## config.mk

```make
export PLATFORM = sky130hd
export DESIGN_NAME = count_event_monitor
export DESIGN_NICKNAME = d
export VERILOG_FILES = /design/src/rtl/count_event_monitor.sv
export SDC_FILE = /design/constraint.sdc
export NUM_CORES = 1
export LEC_CHECK = 0
export BUFFER_PORTS_ARGS = -buffer_cell sky130_fd_sc_hd__buf_4
export CAP_MARGIN = 40
export CORE_ASPECT_RATIO = 0.8
export CORE_MARGIN = 4
export CORE_UTILIZATION = 35
export CTS_BUF_LIST = sky130_fd_sc_hd__clkbuf_8
export DETAILED_ROUTE_END_ITERATION = 10
export GPL_TIMING_DRIVEN = 0
export HOLD_SLACK_MARGIN = 0.02
export SYNTH_ARGS = -nofsm -noshare
export SYNTH_HDL_FRONTEND = slang
export SYNTH_SLANG_ARGS = --single-unit
```

## constraint.sdc

```tcl
create_clock -name clk -period 8.25 [get_ports clk]
set_input_delay 0 -clock clk [delete_from_list [all_inputs] [get_ports clk]]
set_output_delay 0 -clock clk [all_outputs]
set_load 0.05 [all_outputs]
```

## src/rtl/count_event_monitor.sv

```systemverilog
// rtl/count_event_monitor.sv - counter wrap/match event monitor with event FIFO
// Tracks an upstream count stream, records wrap and compare-match events into a small FIFO.
module count_event_monitor #(
  parameter int CNT_W      = 6,
  parameter int FIFO_DEPTH = 4
) (
  input  logic             clk,
  input  logic             rst,
  input  logic [CNT_W-1:0] cnt_in,
  input  logic             cnt_vld,
  input  logic [CNT_W-1:0] cmp_val,
  input  logic             cmp_en,
  output logic [15:0]      evt_data,
  output logic             evt_valid,
  input  logic             evt_ready,
  output logic [7:0]       wrap_cnt,
  output logic [2:0]       fifo_level,
  output logic             overflow
);

  localparam int PTR_W = (FIFO_DEPTH > 1) ? $clog2(FIFO_DEPTH) : 1;
  localparam int LVL_W = PTR_W + 1;
  localparam logic [LVL_W-1:0] FULL_LVL = LVL_W'(FIFO_DEPTH);

  typedef enum logic {IDLE, TRACK} state_t;

  state_t             state_q, state_d;
  logic [CNT_W-1:0]   prev_cnt_q, prev_cnt_d;
  logic [7:0]         wrap_cnt_q, wrap_cnt_d;
  logic [PTR_W-1:0]   wr_ptr_q, rd_ptr_q;
  logic [LVL_W-1:0]   level_q, level_d;
  logic               overflow_q, overflow_d;
  logic [15:0]        mem_q [FIFO_DEPTH];

  logic               wrap_evt, match_evt, push_req, push_ok, pop, full;
  logic [15:0]        rec;

  always_comb begin
    wrap_evt   = (state_q == TRACK) && cnt_vld && (cnt_in < prev_cnt_q);
    match_evt  = cmp_en && cnt_vld && (cnt_in == cmp_val) &&
                 ((state_q == IDLE) || (cnt_in != prev_cnt_q));
    state_d    = state_q;
    prev_cnt_d = prev_cnt_q;
    if (cnt_vld) begin
      state_d    = TRACK;
      prev_cnt_d = cnt_in;
    end
    wrap_cnt_d = wrap_cnt_q;
    if (wrap_evt && (wrap_cnt_q != 8'hFF)) begin
      wrap_cnt_d = wrap_cnt_q + 8'd1;
    end
    // Snapshot carries the post-increment wrap count of the same cycle.
    rec        = {match_evt, wrap_evt, wrap_cnt_d, 6'(cnt_in)};
    push_req   = wrap_evt || match_evt;
    full       = (level_q == FULL_LVL);
    pop        = evt_valid && evt_ready;
    push_ok    = push_req && (!full || pop);
    overflow_d = overflow_q || (push_req && full && !pop);
    level_d    = level_q;
    if (push_ok && !pop) begin
      level_d = level_q + LVL_W'(1);
    end else if (pop && !push_ok) begin
      level_d = level_q - LVL_W'(1);
    end
  end

  always_ff @(posedge clk) begin
    if (rst) begin
      state_q    <= IDLE;
      prev_cnt_q <= '0;
      wrap_cnt_q <= '0;
      wr_ptr_q   <= '0;
      rd_ptr_q   <= '0;
      level_q    <= '0;
      overflow_q <= 1'b0;
    end else begin
      state_q    <= state_d;
      prev_cnt_q <= prev_cnt_d;
      wrap_cnt_q <= wrap_cnt_d;
      level_q    <= level_d;
      overflow_q <= overflow_d;
      if (push_ok) begin
        wr_ptr_q <= wr_ptr_q + PTR_W'(1);
      end
      if (pop) begin
        rd_ptr_q <= rd_ptr_q + PTR_W'(1);
      end
    end
  end

  // Storage needs no reset; the output mux masks stale entries.
  always_ff @(posedge clk) begin
    if (!rst && push_ok) begin
      mem_q[wr_ptr_q] <= rec;
    end
  end

  assign evt_valid  = (level_q != '0);
  assign evt_data   = evt_valid ? mem_q[rd_ptr_q] : 16'h0000;
  assign wrap_cnt   = wrap_cnt_q;
  assign fifo_level = 3'(level_q);
  assign overflow   = overflow_q;

endmodule

```

==> results.yml <==
outcome:
  status: "finished clean"
placement:
  dp_hpwl_um: 5350
  io_buffers: 44
  place_congestion: 0.720
floorplan:
  die_w_um: 125
  start_util_pct: 36.6
  core_area_um2: 10400
  rows: 33
  io-pin-count: 46
  die_y_um: 101
  dieArea_um2: 12700
job:
  maxCapViolations: 0
clock_tree:
  root_buffer: "clkbuf_8"
  post-cts-setup-buffers: 0
  numClockSinks: 89
  insertion_delay_ns: 0.36
  cts.clk_slew.worst_paths_ns: 0.09
  cts-resized-gates: 0
  max-clock-path-buffers: 2
  numCtsBuffers: 9
  ctsHoldBuffers: 8
  cts_tree: "done"
  cts_max_level: 3
sta:
  fin_setup_tns_ns: 0
  drv_slew: 0
  post-route-min-period_ns: 3.48
  setup_viol: 0
  fmax_ghz: 0.287
  timing.final.hold_violations: 0
  relSlewSlack_pct: 46.9
  fin_crit_sh_pct: 42.2
  skew_ns: 0.0116
  rsz0062_at_grt: "no"
  max_slew.worst_pin.slew_ns: 0.790
pwr:
  ir_drop_mv: 0.158
  netSwitchingPower_uw: 472
  seqPwrFrac_pct: 40.7
  power_frac_clock_pct: 22.0
  combPwrFrac_pct: 37.2
  p_per_area_nw_per_um2: 266
  p_leak_nw: 1.75
  p_total_mw: 1.24
  swShare_pct: 38.0
  p_int_uw: 772
logic_synthesis:
  synth_seq_cells: 89
  ys.warnings.count: 0
  syn_area_per_cell_um2: 14.7
  synth_cell_types: 37
  syn_nets: 291
  seq_area_frac_synth_pct: 63.4
  synthArstFlopShare_pct: 0
  synthCells: 261
  synth_flop_cell: "edfxtp_1"
  netlist_area_um2: 3820
  synth_edf_count: 64
route:
  drc: 0
  drtIter0Drc: 96
  dr.pass1.iters: 4
  avgViaCountPerCell: 4.72
  routed_wl_um: 7210
  routedWlPerCell_um: 15.2
  ant_nets: 0
  num_vias: 2246
global_routing:
  antenna_found_initial: 0
  grt_pass1_wl_um: 11700
  grt.total_usage_pct: 11.8
  grt_max_degree: 18
  overflow: 0
  grt_pass1_vias: 2186
setup_path:
  cp-start-kind: "input port"
  cp.required_ns: 8.53
  worst_r2r_path_depth: 13
  path_max_fanout: 7
  path_class: "in -> reg"
  cp-end-kind: "flop"
  arrival_ns: 3.76
layout:
  utilization_pct: 44.7
  drive_gt1_share_pct: 28.0
  diodes: 0
  nets: 361
  syn2layout_area_growth_pct: 22.3
hold_path:
  hp-class: "in -> reg"
  worstHoldPathCells: 4
worst paths after layout:
check	startpoint	endpoint	slack, ns
worst min register to register	overflow$_SDFF_PP0_	overflow$_SDFF_PP0_	0.47
worst max-delay path	cnt_in[5]	fifo_level[2]$_SDFFE_PP0P_	4.77
worst min-delay path	evt_ready	rd_ptr_q[0]$_SDFFE_PP0N_	0.07
worst max register to register	prev_cnt_q[5]$_SDFFE_PP0P_	fifo_level[2]$_SDFFE_PP0P_	4.79
synthesized netlist by cell type (all sizes together) (3+ instances only):
master  instances  area [µm²]
buf             4        25.0
edfxtp         64        1920
dfxtp          25         500
and2           16         100
nand3           6        30.0
nor3b           4        30.0
nand2b          6        37.5
mux4           16         360
mux2i           8        80.1
ha             12         150
mux2            3        33.8
nor4            4        25.0
xor2           10        87.6
nor2b           3        18.8
xnor2           5        43.8
nor2           20        75.1
a21oi           6        30.0
inv            12        45.0
nand2           8        30.0
o21bai          4        30.0
clkbuf          7        26.3
registers in the layout, indices dropped and copies added, names as in the netlist, named ones only:
register	flops
wrap_cnt	8
prev_cnt_q	6
wr_ptr_q	2
rd_ptr_q	2
fifo_level	3
overflow	1
mem_q	64
state_q	1
through the flow:
| step | worst slack, ns | hold slack (ns) | instance area, µm² | instances |
|---|---|---|---|---|
| finish | 4.77 | 0.0691 | 4670 | 476 |
| floorplan | 4.98 | 0.0989 | 3820 | 261 |
| global route | 4.45 | 0.0916 | 4670 | 476 |
| detailed placement | 4.81 | 0.252 | 4410 | 452 |
| CTS | 4.80 | 0.0508 | 4670 | 476 |
| global placement | 3.47 | 0.253 | 4330 | 445 |
area by class of cell:
| cell class | instances | area (µm²) |
|---|---|---|
| Multi-Input combinational cell | 149 | 1330 |
| Tap cell | 140 | 175 |
| Clock buffer | 9 | 124 |
| Sequential cell | 89 | 2420 |
| Fill cell | 943 | 5770 |
| Buffer | 11 | 51.3 |
| Clock inverter | 7 | 62.6 |
| Timing Repair Buffer | 59 | 469 |
| Inverter | 12 | 45.0 |
power by group through the flow:
stage | combinational (mW) | clock, mW | sequential, mW
3_5_place_dp | 0.470 | 0 | 0.517
2_1_floorplan | 0.315 | 0 | 0.539
4_1_cts | 0.474 | 0.284 | 0.507
5_1_grt | 0.498 | 0.302 | 0.510
3_3_place_gp | 0.465 | 0 | 0.517
6_report | 0.463 | 0.274 | 0.507
per-layer routing:
| layer | track usage [%] | routed length [µm] | vias to the layer above |
|---|---|---|---|
| li1 | - | - | 1102 |
| met1 | 16.4 | 3630 | 1100 |
| met2 | 18.7 | 3260 | 39 |
| met3 | 2.85 | 231 | 5 |
| met4 | 3.50 | 90 | 0 |
| met5 | 0 | 0 | - |
worst max-delay path, stage by stage:
cell,delay [ns]
dlygate4sd3_1,0.55
buf_4,0.18
ha_1,0.33
nand2_1,0.07
nand4b_1,0.10
nor3_1,0.68
o21ai_1,0.47
inv_1,0.15
ha_1,0.20
inv_1,0.06
fa_1,0.38
xor2_1,0.17
or3_1,0.30
a21oi_1,0.13
kinds of logic (layout without fill, tap and decap cells):
family                     after synthesis  in the layout  share of synthesized area [%]
DFF                                     89             89                           63.4
and+or+nand+nor                         79             79                           11.4
muxes                                   27             27                           12.4
buffers and inverters                   23             98                           2.52
AOI/OAI and AO/OA                       15             15                           2.45
xor gates and xnor gates                15             15                           3.44
adders and majority gates               13             13                           4.45
cells in the final DEF, fill, tap and decap left out, drive strengths merged:
cell	n
xor2	10
ha	12
inv	15
clkbuf	16
dlygate4sd3	8
clkdlybuf4s18	1
nand3	6
o2111ai	1
nand4b	1
nor2	20
clkinv	2
o21bai	4
and4	1
or3	2
and2	16
mux2i	8
nand2b	6
or4b	2
or4	2
dfxtp	25
o31ai	2
buf	54
mux4	16
nor2b	3
o21ai	2
nand4	2
clkinvlp	2
nor3b	4
fa	1
nand2	8
nor3	1
a21oi	6
xnor2	5
edfxtp	64
and3	1
mux2	3
nor4	4
No activity file was read; power rests on OpenSTA's default activity.
